### config.mk
export PLATFORM = sky130hd
export DESIGN_NAME = cpu_nic_flat
export DESIGN_NICKNAME = d
export VERILOG_FILES = /design/src/rtl/cpu_nic_if.sv /design/src/rtl/cpu_nic.sv /design/src/flat_wrapper.sv
export SDC_FILE = /design/constraint.sdc
export NUM_CORES = 1
export LEC_CHECK = 0
export CAP_MARGIN = 25
export CORE_MARGIN = 2
export CORE_UTILIZATION = 30
export CTS_CLUSTER_DIAMETER = 200
export DETAILED_ROUTE_END_ITERATION = 7
export GPL_ROUTABILITY_DRIVEN = 0
export HOLD_SLACK_MARGIN = 0.15
export SLEW_MARGIN = 40
export SYNTH_ARGS = -nofsm -noshare
export SYNTH_HDL_FRONTEND = slang
export SYNTH_SLANG_ARGS = --single-unit
### constraint.sdc
create_clock -name i_clk -period 1.43 [get_ports i_clk]
set_clock_uncertainty 0.05 [all_clocks]
set_input_delay 0.286 -clock i_clk [delete_from_list [all_inputs] [get_ports i_clk]]
set_output_delay 0.286 -clock i_clk [all_outputs]
set_load 0.01 [all_outputs]
### src/rtl/cpu_nic_if.sv
// Bus bundle between the NIC and its surroundings: processor data-memory port plus router local port.
// Data vectors use big-endian numbering, so index 0 is the MSB and carries the virtual-channel bit.
interface cpu_nic_if #(
    parameter int DATA_WIDTH = 64,
    parameter int ADDR_WIDTH = 2
);
    // Processor side
    logic [ADDR_WIDTH-1:0] addr;
    logic [0:DATA_WIDTH-1] d_in;
    logic [0:DATA_WIDTH-1] d_out;
    logic                  nic_en;
    logic                  nic_wr_en;

    // Router side
    logic                  net_si;
    logic                  net_ri;
    logic [0:DATA_WIDTH-1] net_di;
    logic                  net_so;
    logic                  net_ro;
    logic [0:DATA_WIDTH-1] net_do;
    logic                  net_polarity;

    modport master (
        output addr, d_in, nic_en, nic_wr_en,
        output net_si, net_di, net_ro, net_polarity,
        input  d_out, net_ri, net_so, net_do
    );

    modport slave (
        input  addr, d_in, nic_en, nic_wr_en,
        input  net_si, net_di, net_ro, net_polarity,
        output d_out, net_ri, net_so, net_do
    );
endinterface

### src/rtl/cpu_nic.sv
// Memory-mapped NIC with a one-entry receive buffer and a one-entry transmit buffer;
// transmit is released only when the packet's VC bit matches the router's current polarity.
module cpu_nic #(
    parameter int DATA_WIDTH = 64,
    parameter int ADDR_WIDTH = 2
) (
    input  logic       i_clk,
    input  logic       i_reset,
    cpu_nic_if.slave   io_nic
);
    localparam logic [ADDR_WIDTH-1:0] A_IN_BUF     = ADDR_WIDTH'(0);
    localparam logic [ADDR_WIDTH-1:0] A_IN_STATUS  = ADDR_WIDTH'(1);
    localparam logic [ADDR_WIDTH-1:0] A_OUT_BUF    = ADDR_WIDTH'(2);
    localparam logic [ADDR_WIDTH-1:0] A_OUT_STATUS = ADDR_WIDTH'(3);

    logic [0:DATA_WIDTH-1] r_in_buf;
    logic                  r_in_full;
    logic [0:DATA_WIDTH-1] r_out_buf;
    logic                  r_out_full;

    logic w_rd_en;
    logic w_wr_en;
    logic w_in_accept;
    logic w_in_clear;
    logic w_out_load;
    logic w_so;

    assign w_rd_en     = io_nic.nic_en & ~io_nic.nic_wr_en;
    assign w_wr_en     = io_nic.nic_en &  io_nic.nic_wr_en;
    assign w_in_accept = io_nic.net_si & ~r_in_full;
    assign w_in_clear  = w_rd_en & (io_nic.addr == A_IN_BUF);
    // A write that finds the buffer occupied is lost, even if the occupant leaves on this edge.
    assign w_out_load  = w_wr_en & (io_nic.addr == A_OUT_BUF) & ~r_out_full;
    assign w_so        = ~i_reset & r_out_full & io_nic.net_ro
                       & (r_out_buf[0] == io_nic.net_polarity);

    // Receive buffer: capture from router when empty, release on processor read of in_buf.
    always_ff @(posedge i_clk) begin
        if (i_reset) begin
            r_in_buf  <= '0;
            r_in_full <= 1'b0;
        end else begin
            if (w_in_accept) begin
                r_in_buf  <= io_nic.net_di;
                r_in_full <= 1'b1;
            end else if (w_in_clear) begin
                r_in_full <= 1'b0;
            end
        end
    end

    // Transmit buffer: load from processor when empty, release when the router takes it.
    always_ff @(posedge i_clk) begin
        if (i_reset) begin
            r_out_buf  <= '0;
            r_out_full <= 1'b0;
        end else begin
            if (w_out_load) begin
                r_out_buf  <= io_nic.d_in;
                r_out_full <= 1'b1;
            end else if (w_so) begin
                r_out_full <= 1'b0;
            end
        end
    end

    // Processor read mux; status flags sit in the last (least significant) bit.
    always_comb begin
        io_nic.d_out = '0;
        if (w_rd_en) begin
            case (io_nic.addr)
                A_IN_BUF:     io_nic.d_out = r_in_buf;
                A_IN_STATUS:  io_nic.d_out = DATA_WIDTH'(r_in_full);
                A_OUT_STATUS: io_nic.d_out = DATA_WIDTH'(r_out_full);
                default:      io_nic.d_out = '0;
            endcase
        end else begin
            io_nic.d_out = '0;
        end
    end

    assign io_nic.net_ri = ~r_in_full;
    assign io_nic.net_so = w_so;
    assign io_nic.net_do = r_out_buf;
endmodule

### src/flat_wrapper.sv
// flat-port wrapper written by rule: the top's interface ports become plain ports
module cpu_nic_flat 
#(
    parameter int DATA_WIDTH = 64,
    parameter int ADDR_WIDTH = 2
)
  (i_clk, i_reset, io_nic_addr, io_nic_d_in, io_nic_nic_en, io_nic_nic_wr_en, io_nic_net_si, io_nic_net_di, io_nic_net_ro, io_nic_net_polarity, io_nic_d_out, io_nic_net_ri, io_nic_net_so, io_nic_net_do);
  cpu_nic_if #(.DATA_WIDTH(DATA_WIDTH), .ADDR_WIDTH(ADDR_WIDTH)) io_nic_i ();
  input  logic i_clk;
  input  logic i_reset;
  input wire logic [$bits(io_nic_i.addr)-1:0] io_nic_addr;
  input wire logic [$bits(io_nic_i.d_in)-1:0] io_nic_d_in;
  input wire logic [$bits(io_nic_i.nic_en)-1:0] io_nic_nic_en;
  input wire logic [$bits(io_nic_i.nic_wr_en)-1:0] io_nic_nic_wr_en;
  input wire logic [$bits(io_nic_i.net_si)-1:0] io_nic_net_si;
  input wire logic [$bits(io_nic_i.net_di)-1:0] io_nic_net_di;
  input wire logic [$bits(io_nic_i.net_ro)-1:0] io_nic_net_ro;
  input wire logic [$bits(io_nic_i.net_polarity)-1:0] io_nic_net_polarity;
  output wire logic [$bits(io_nic_i.d_out)-1:0] io_nic_d_out;
  output wire logic [$bits(io_nic_i.net_ri)-1:0] io_nic_net_ri;
  output wire logic [$bits(io_nic_i.net_so)-1:0] io_nic_net_so;
  output wire logic [$bits(io_nic_i.net_do)-1:0] io_nic_net_do;
  assign io_nic_i.addr = io_nic_addr;
  assign io_nic_i.d_in = io_nic_d_in;
  assign io_nic_i.nic_en = io_nic_nic_en;
  assign io_nic_i.nic_wr_en = io_nic_nic_wr_en;
  assign io_nic_i.net_si = io_nic_net_si;
  assign io_nic_i.net_di = io_nic_net_di;
  assign io_nic_i.net_ro = io_nic_net_ro;
  assign io_nic_i.net_polarity = io_nic_net_polarity;
  assign io_nic_d_out = io_nic_i.d_out;
  assign io_nic_net_ri = io_nic_i.net_ri;
  assign io_nic_net_so = io_nic_i.net_so;
  assign io_nic_net_do = io_nic_i.net_do;
  cpu_nic #(.DATA_WIDTH(DATA_WIDTH), .ADDR_WIDTH(ADDR_WIDTH)) u_core (.i_clk(i_clk), .i_reset(i_reset), .io_nic(io_nic_i));
endmodule
==> flow_summary.toml <==
[floorplan]
initial_core_util_pct = 30.8
die_w_um = 137
rows = 48
die_h_um = 137
io_pins = 267
coreArea_um2 = 17400
die_area_um2 = 18900

[power]
p_per_area_nw_per_um2 = 997
power_mw = 9.44
irDropWorstVdd_mv = 0.954
p_leak_nw = 4.05

[synth]
synth-edff-count = 0
synth_nets = 780
netlist.area_leader.share_pct = 48.8
synth_most_common_cell = "nand2_1"
ys.flop_type = "dfxtp_1"
ys_seq_area_share_pct = 48.8
synth_area_leader_cell = "dfxtp_1"
avgSynthCellArea_um2 = 8.30
synth_cell_types = 23
synth_area_um2 = 5340
yosys-top-cells-area = "dfxtp_1, nand2_1, mux2i_1, and2_1, a21oi_1"
async_flop_share_pct = 0
ys_ff_latch = 130
yosysWarnings = 0
yosys-top-cells-count = "nand2_1, dfxtp_1, a21oi_1, mux2i_1, and2_1"
syn_inst = 643

[finish]
fin_util_pct = 54.5
fillers = 1591
area_delta_synth_final_pct = 77.3
fin_area_um2 = 9470
nNetsFinal = 1068
seq_area_um2 = 2610
insertedDiodeCount = 0
multiInputGateArea_um2 = 2620
drive_above_1_share_pct = 24.2

[grt]
grt_pass1_wl_um = 26800
antenna_found_initial = 0
use_met3_pct = 7.87
met1_usage_pct = 20.0
top_usage_layer = "met2"
overflow = 0
grt_pass1_vias = 5125
grt_start_max_net_pins = 66
grt_use_total_pct = 18.7
gr-usage-met2_pct = 32.2

[sta]
timing.hold.ws_ns = 0.300
drv_slew = 0
worstMarginPinSlew_ns = 0.713
relSlewSlack_pct = 52.4
rsz0062_at_grt = "true"
finalCritPeriodShare_pct = 125
max_freq_ghz = 0.560
setup_slack_ns = -0.355
post-route-min-period_ns = 1.79
finalHoldViolCount = 0
setup_viol = 65

[min_path]
hold_depth = 4
worstHoldStart = "i_reset"
whs_endpoint = "u_core.r_out_full$_SDFFE_PP0P_"
hold_path_class = "input port to register"

[placed_design]
placement.io_buffers = 266
hpwl_um = 11600
dpl_cell_area_um2 = 8310

[cts]
clk_pin_slew_ns = 0.05
clk_latency_ns = 0.41
cts_buffers = 17
cts_root_buffer = "clkbuf_16"
cts.sinks = 130
cts_hold_buf = 0
cts_max_level = 4
tritoncts = "yes"
clockBufferDepth = 2

[detailed_routing]
wirelength_um = 17400
vias = 5194
drc = 0
drt_pre_antenna_iters = 4
antenna_left = 0
drt_iter0_markers = 186
viasPerCell = 4.44
wl_per_cell_um = 14.9

[worst_setup_path]
r2r_slack_ns = 0.08
start_kind = "input port"
r2r_cells = 6
critPathMaxStageDelay_ns = 0.21
cp_top_family = "buffers and inverters"
crit_buf_inv = 6
cp_cell_sequence = "buf_6, nand2b_4, nor3_4, buf_12, buf_8, buf_6, buf_4, and2_4, buf_6"
worstPathArrival_ns = 1.45
path_depth = 9
critPathKind = "input port to output port"
crit_required_ns = 1.09
cp_slowest_cell = "nor3_4"
cp_common_cell = "buf_6"
r2r-start = "u_core.r_in_full$_SDFFE_PP0P_"
end_kind = "output port"
r2r-end = "u_core.r_in_buf[30]$_SDFFE_PP0P_"
critPathMaxFanout = 7

[status]
failed_checks = "setup timing"
run_status = "finished, violations left"

[flow_run]
maxCapViolCount = 0
routing by layer:
layer	vias to the layer above	routed length [um]
met2	180	8470
met1	2357	6860
li1	2627	-
met4	0	513
met3	30	1610
met5	-	0
sequential cells by signal, indices dropped and copies added, names as in the netlist:
| name | count |
|---|---|
| u_core.r_in_buf | 64 |
| u_core.r_out_full | 1 |
| u_core.r_in_full | 1 |
| u_core.io_nic.net_do | 64 |
power by group:
part	internal [mW]	total, mW	switching, mW
combinational	0.657	1.12	0.462
sequential	3.77	3.85	0.0807
clock	2.83	4.47	1.64
stage by stage:
stage	setup slack (ns)	setup TNS, ns	instances
2_1_floorplan	-0.00627	-0.376	643
3_3_place_gp	-0.980	-109.04	1110
3_5_place_dp	-0.981	-109.63	1110
4_1_cts	-0.419	-20.55	1169
5_1_grt	-0.390	-20.90	1169
6_report	-0.355	-18.70	1169
cells in the final DEF (no fill, tap or decap), drive strengths merged:
cell	Yosys	final
nand2	256	256
clkdlybuf4s50	0	131
dfxtp	130	130
buf	23	122
mux2i	64	64
a21oi	64	64
and2	63	63
dlygate4sd2	0	55
clkbuf	25	20
clkdlybuf4s15	0	8
clkinv	0	7
nor2	4	4
bufinv	0	3
clkinvlp	0	3
nand2b	3	3
inv	2	2
nor3	1	1
mux2	1	1
a22oi	1	1
xor2	1	1
nor3b	1	1
nand4b	1	1
nor2b	1	1
o2bb2ai	1	1
a211oi	1	1
timing repair:
item / in CTS / in global routing
setup buffers: 19 / 6
gates resized for setup: 477 / 41
setup endpoints to repair: 195 / 75
cloned: 8 / 0
pin swaps: 48 / 13
kinds of logic (layout without fill, tap and decap cells):
logic type / count (synthesis) / count (layout) / share of synthesized area, %
AND/OR/NAND/NOR: 330 / 330 / 26.8
flip-flops: 130 / 130 / 48.8
AO/OA/AOI/OAI: 67 / 67 / 6.45
multiplexers: 65 / 65 / 12.2
buffers and inverters: 50 / 351 / 5.63
XOR/XNOR: 1 / 1 / 0.164
worst register-to-register path: cells and delay by family (launching register included):
| kind | cells | cell delay [ns] |
|---|---|---|
| and+or+nand+nor | 2 | 0.31 |
| buffers and inverters | 3 | 0.43 |
| DFF | 1 | 0.33 |
| AOI/OAI and AO/OA | 1 | 0.07 |
cell type report:
cell class                 instances  area share (%)
clock inverter                    13            1.68
inverter                           2          0.0925
clock buffer                      19            4.79
sequential                       130            27.5
tap                              225            2.97
timing repair buffer             317            35.2
multi-input combinational        463            27.7
worst max path at each step:
stage,slack [ns],endpoint,startpoint
after global placement,-0.98,io_nic_d_out[0],io_nic_addr[1]
after floorplan,-0.006,io_nic_d_out[10],io_nic_nic_wr_en
after CTS,-0.42,io_nic_d_out[53],io_nic_nic_wr_en
after global routing,-0.39,io_nic_d_out[47],io_nic_nic_wr_en
after detailed placement,-0.98,io_nic_d_out[0],io_nic_addr[1]
final,-0.36,io_nic_d_out[47],io_nic_nic_wr_en
Power figures use the tool's default switching activity.
